`src/rtl/sevenseg_scan.sv`:
```
// Time-multiplexed 7-segment driver: frame-synchronous data commit, blanked digit slots,
// active-low anodes and segments. Define SEVENSEG_LZB_EN for leading-zero blanking.
module sevenseg_scan #(
    parameter int NDIG     = 4,
    parameter int PRESCALE = 1000,
    parameter int BLANK    = 2
) (
    input  logic                clk,
    input  logic                rst_n,
    input  logic                load,
    input  logic [4*NDIG-1:0]   data,
    input  logic [NDIG-1:0]     dpin,
    output logic [NDIG-1:0]     an,
    output logic [6:0]          seg,
    output logic                dp_n,
    output logic                busy,
    output logic                frame
);
    localparam int PW = $clog2(PRESCALE);
    localparam int DW = (NDIG > 1) ? $clog2(NDIG) : 1;

    logic [PW-1:0]          pc;
    logic [DW-1:0]          dig;
    logic [NDIG-1:0][3:0]   disp, pend;
    logic [NDIG-1:0]        dispdp, penddp;
    logic                   pflag, bnd;
    logic                   slot_end, frame_end;
    logic [3:0]             nib;
    logic                   blank_slot, lz;

    assign slot_end  = (pc == PW'(PRESCALE - 1));
    assign frame_end = slot_end && (dig == DW'(NDIG - 1));

    function automatic logic [6:0] decode(input logic [3:0] v);
        case (v)
            4'h0: decode = 7'h40;
            4'h1: decode = 7'h79;
            4'h2: decode = 7'h24;
            4'h3: decode = 7'h30;
            4'h4: decode = 7'h19;
            4'h5: decode = 7'h12;
            4'h6: decode = 7'h02;
            4'h7: decode = 7'h78;
            4'h8: decode = 7'h00;
            4'h9: decode = 7'h10;
            4'hA: decode = 7'h08;
            4'hB: decode = 7'h03;
            4'hC: decode = 7'h46;
            4'hD: decode = 7'h21;
            4'hE: decode = 7'h06;
            default: decode = 7'h0E;
        endcase
    endfunction

    // Commit samples pend before this edge's LOAD lands, so a coincident LOAD stays pending.
    always_ff @(posedge clk or negedge rst_n) begin
        if (!rst_n) begin
            pc     <= '0;
            dig    <= '0;
            disp   <= '0;
            dispdp <= '0;
            pend   <= '0;
            penddp <= '0;
            pflag  <= 1'b0;
            bnd    <= 1'b0;
        end else begin
            pc  <= slot_end ? '0 : pc + 1'b1;
            bnd <= frame_end;
            if (slot_end)
                dig <= frame_end ? '0 : dig + 1'b1;
            if (frame_end && pflag) begin
                disp   <= pend;
                dispdp <= penddp;
            end
            if (load) begin
                pend   <= data;
                penddp <= dpin;
                pflag  <= 1'b1;
            end else if (frame_end) begin
                pflag  <= 1'b0;
            end
        end
    end

`ifdef SEVENSEG_LZB_EN
    logic [NDIG:0] zabove;
`endif

    always_comb begin
        nib        = disp[dig];
        blank_slot = (int'(pc) < BLANK);
        lz         = 1'b0;
`ifdef SEVENSEG_LZB_EN
        // zabove[k]: nibble k and every nibble above it are zero
        zabove       = '0;
        zabove[NDIG] = 1'b1;
        for (int k = NDIG - 1; k >= 0; k--)
            zabove[k] = zabove[k+1] && (disp[k] == 4'h0);
        lz = (dig != '0) && zabove[dig];
`endif
    end

    always_ff @(posedge clk or negedge rst_n) begin
        if (!rst_n) begin
            an    <= '1;
            seg   <= 7'h7F;
            dp_n  <= 1'b1;
            busy  <= 1'b0;
            frame <= 1'b0;
        end else begin
            busy  <= pflag;
            frame <= bnd;
            if (blank_slot) begin
                an   <= '1;
                seg  <= 7'h7F;
                dp_n <= 1'b1;
            end else begin
                an   <= ~(NDIG'(1) << dig);
                seg  <= lz ? 7'h7F : decode(nib);
                dp_n <= ~dispdp[dig];
            end
        end
    end
endmodule
```
`config.mk`:
```
export PLATFORM = sky130hd
export DESIGN_NAME = sevenseg_scan
export DESIGN_NICKNAME = d
export VERILOG_FILES = /design/src/rtl/sevenseg_scan.sv
export SDC_FILE = /design/constraint.sdc
export NUM_CORES = 1
export LEC_CHECK = 0
export CAP_MARGIN = 20
export CORE_UTILIZATION = 40
export DETAILED_ROUTE_END_ITERATION = 16
export GPL_TIMING_DRIVEN = 0
export PLACE_DENSITY = 0.63
export SYNTH_ARGS = -nofsm -noshare
export SYNTH_HDL_FRONTEND = slang
export SYNTH_SLANG_ARGS = --single-unit
```
`constraint.sdc`:
```
create_clock -name clk -period 5.3 [get_ports clk]
set_input_delay 0.53 -clock clk [delete_from_list [all_inputs] [get_ports clk]]
set_output_delay 0.53 -clock clk [all_outputs]
set_load 0.02 [all_outputs]
```
==> impl_metrics.json <==
{
  "synth_cell_types": 38,
  "synthSimpleGateAreaFrac_pct": 8.080,
  "route.met2.wl_mm": 2.133,
  "path_clk_slew_ns": 0.07,
  "syn_nets": 247,
  "final.setup.tns_ns": 0,
  "critical_path.top_delay_family": "buffers and inverters",
  "grt_first_pass_wirelength_mm": 8.404,
  "synthXorXnorAreaFrac_pct": 1.481,
  "initial_utilization_pct": 42.37,
  "netlist_area_um2": 2958,
  "status": "finished, final reports clean",
  "top_layer": "met4",
  "finalNetCount": 294,
  "period_needed_ns": 1.987,
  "postCtsSetupBuffers": 0,
  "min_path_type": "input port to asynchronous set/reset pin",
  "clkSinkCount": 68,
  "met3_length_um": 196,
  "hold_buffers": 0,
  "grt_pass1_vias": 1732,
  "dpl-instance-area_um2": 3436,
  "wl_mm": 4.769,
  "worst_setup_path_end_kind": "output port",
  "die_w_um": 87.99,
  "place_congestion": 0.7836,
  "preCtsSetupSlack_ns": 3.183,
  "overflow": 0,
  "synth_top_area_share_pct": 47.38,
  "first_iter_violations": 58,
  "cts_buffer_depth": 2,
  "drive_above_1_share_pct": 26.42,
  "finalCritPeriodShare_pct": 37.49,
  "clockRootBuffer": "clkbuf_8",
  "cts_htree_levels": 3,
  "ir_worst_vdd_mv": 0.1755,
  "synth-adder-area-share_pct": 4.653,
  "grtUsageTotal_pct": 15.11,
  "die_h_um": 87.99,
  "vias_per_cell": 4.823,
  "postRouteAntennaNets": 0,
  "io_pins": 37,
  "rsz0062_at_grt": "no",
  "yosysWarningCount": 0,
  "fmax_mhz": 503.3,
  "synth_common_cells": "dfrtp_1 (56), mux2_2 (31), nand2_1 (17), dfstp_2 (12), ha_1 (11)",
  "die_area_um2": 7742,
  "crit_required_ns": 4.77,
  "vias": 1741,
  "crit_buf_inv": 1,
  "startpoint_type": "flip-flop",
  "wl_per_cell_um": 13.21,
  "r2r-start": "dig[0]$_DFFE_PN0N_",
  "slowest_delay_ns": 0.60,
  "setup_viol": 0,
  "slowest_stage": "clkdlybuf4s50_1",
  "yosys-top-cells-area": "dfrtp_1 (47%), mux2_2 (12%), dfstp_2 (11%)",
  "firstDrtPassIters": 5,
  "synthMuxAreaShare_pct": 20.94,
  "maxCapViolCount": 0,
  "port_buffers": 36,
  "rows": 30,
  "cts_resized": 0,
  "synth-edff-count": 0,
  "powerDensity_nw_per_um2": 269.8,
  "r2r_setup_slack_ns": 3.31,
  "fin_worst_skew_ns": 0.008188,
  "ys.flop_type": "dfrtp_1",
  "cp_max_fo": 1,
  "numCtsBuffers": 9,
  "grt_max_degree": 69,
  "nFillCells": 651,
  "postSynthAreaPerCell_um2": 13.89,
  "rr_worst_depth": 6,
  "drc": 0,
  "synth-async-reset-ratio_pct": 100.0,
  "postSynthCellCount": 213,
  "ys_seq_area_share_pct": 58.04,
  "area_delta_synth_final_pct": 22.29,
  "crit-reg2reg-capture": "seg[3]$_DFF_PN1_",
  "max-slew-margin-rel_pct": 44.36,
  "hold_violations": 0,
  "drv_slew": 0,
  "clock_latency_ns": 0.34,
  "p_leak_nw": 1.592,
  "worstMarginPinSlew_ns": 0.8346,
  "synth.most_common_cell": "dfrtp_1",
  "path_class": "flip-flop to output port",
  "synth-compound-area-share_pct": 3.849,
  "dpl.hpwl_mm": 3.260,
  "wl_met1_mm": 2.340,
  "num_antenna_cells": 0,
  "worst-endpoint-arrival_ns": 1.46,
  "synth_largest_area_cell": "dfrtp_1",
  "setup_slack_ns": 3.313,
  "fin_area_um2": 3617,
  "core_um2": 6982,
  "cts_tree": "yes",
  "crit_chain": "clkdlybuf4s50_1",
  "ys_seq_elements": 68,
  "synth_top_family_by_area": "multiplexers",
  "hold_ws_ns": 0.2988,
  "antenna_found_initial": 0
}
where the power goes:
group | internal (mW) | switching [mW]
Sequential | 0.535 | 0.00738
Combinational | 0.0276 | 0.0182
Clock | 0.208 | 0.179
Total | 0.771 | 0.205
routing by layer:
layer	track usage (%)	vias to the layer above
met3	4.241	8
li1	-	839
met4	8.942	0
met1	20.71	853
met2	21.35	41
met5	0	-
layout make-up:
class                           count  area, um2  share of cell area, %
Tap cell                           96      120.1                  3.321
Multi-Input combinational cell    130       1154                  31.89
Clock buffer                       15      176.4                  4.877
Inverter                            6      22.52                 0.6226
Sequential cell                    68       1717                  47.46
Clock inverter                      1      5.005                 0.1384
Buffer                              9      65.06                  1.799
Timing Repair Buffer               36      357.8                  9.893
cell usage in the layout, fill, tap and decap left out, types with 2 or more instances in the layout:
master,netlist,final
a22o_1,2,2
mux2_2,31,31
and3_1,2,2
dfrtp_1,56,56
nand2_1,17,17
xnor2_1,2,2
clkdlybuf4s50_1,0,35
nand2b_1,2,2
clkbuf_1,4,7
nor2b_1,2,2
nor3_1,4,4
nand3_1,5,5
o21ai_0,4,4
clkbuf_8,0,12
mux2i_1,3,3
ha_1,11,11
mux4_2,5,5
dfstp_2,12,12
buf_6,4,4
xor2_1,3,3
o211ai_1,3,3
nor2_1,8,8
mux2_1,10,10
inv_1,6,6
a21oi_1,2,2
sequential cells by signal, summed over array words and instances, names as in the netlist:
name and flops:
dig 2, dispdp 4, pc 10, dp_n 1, bnd 1, disp 16, pend 16, busy 1
frame 1, pflag 1, an 4, seg 7, penddp 4
stage by stage:
step                      power [mW]  utilization, %  cells
after floorplan               0.5671               -    213
after global placement        0.5980           49.25    345
after detailed placement      0.5992           49.21    345
after CTS                     0.9936           51.81    361
after global routing           1.022           51.81    361
final                         0.9757           51.81    361
kinds of logic (layout without fill, tap and decap cells):
family	count (synthesis)	in the layout
buffers and inverters	15	67
multiplexers	50	50
adder cells (fa/ha/maj)	11	11
AND/OR/NAND/NOR	47	47
flip-flops	68	68
AO/OA/AOI/OAI	17	17
XOR/XNOR	5	5
worst max-delay path by stage:
| stage | from | endpoint | slack (ns) | depth (start not counted) |
|---|---|---|---|---|
| final | dp_n$_DFF_PN1_ | dp_n | 3.31 | 1 |
| after global routing | dig[0]$_DFFE_PN0N_ | seg[3]$_DFF_PN1_ | 3.15 | 6 |
| after CTS | dp_n$_DFF_PN1_ | dp_n | 3.29 | 1 |
| after detailed placement | load | pend[1]$_DFFE_PN0P_ | 3.18 | 3 |
| after global placement | rst_n | pc[9]$_DFF_PN0_ | 1.45 | 1 |
| after floorplan | dig[0]$_DFFE_PN0N_ | seg[3]$_DFF_PN1_ | 3.47 | 6 |
Power figures use the tool's default switching activity.
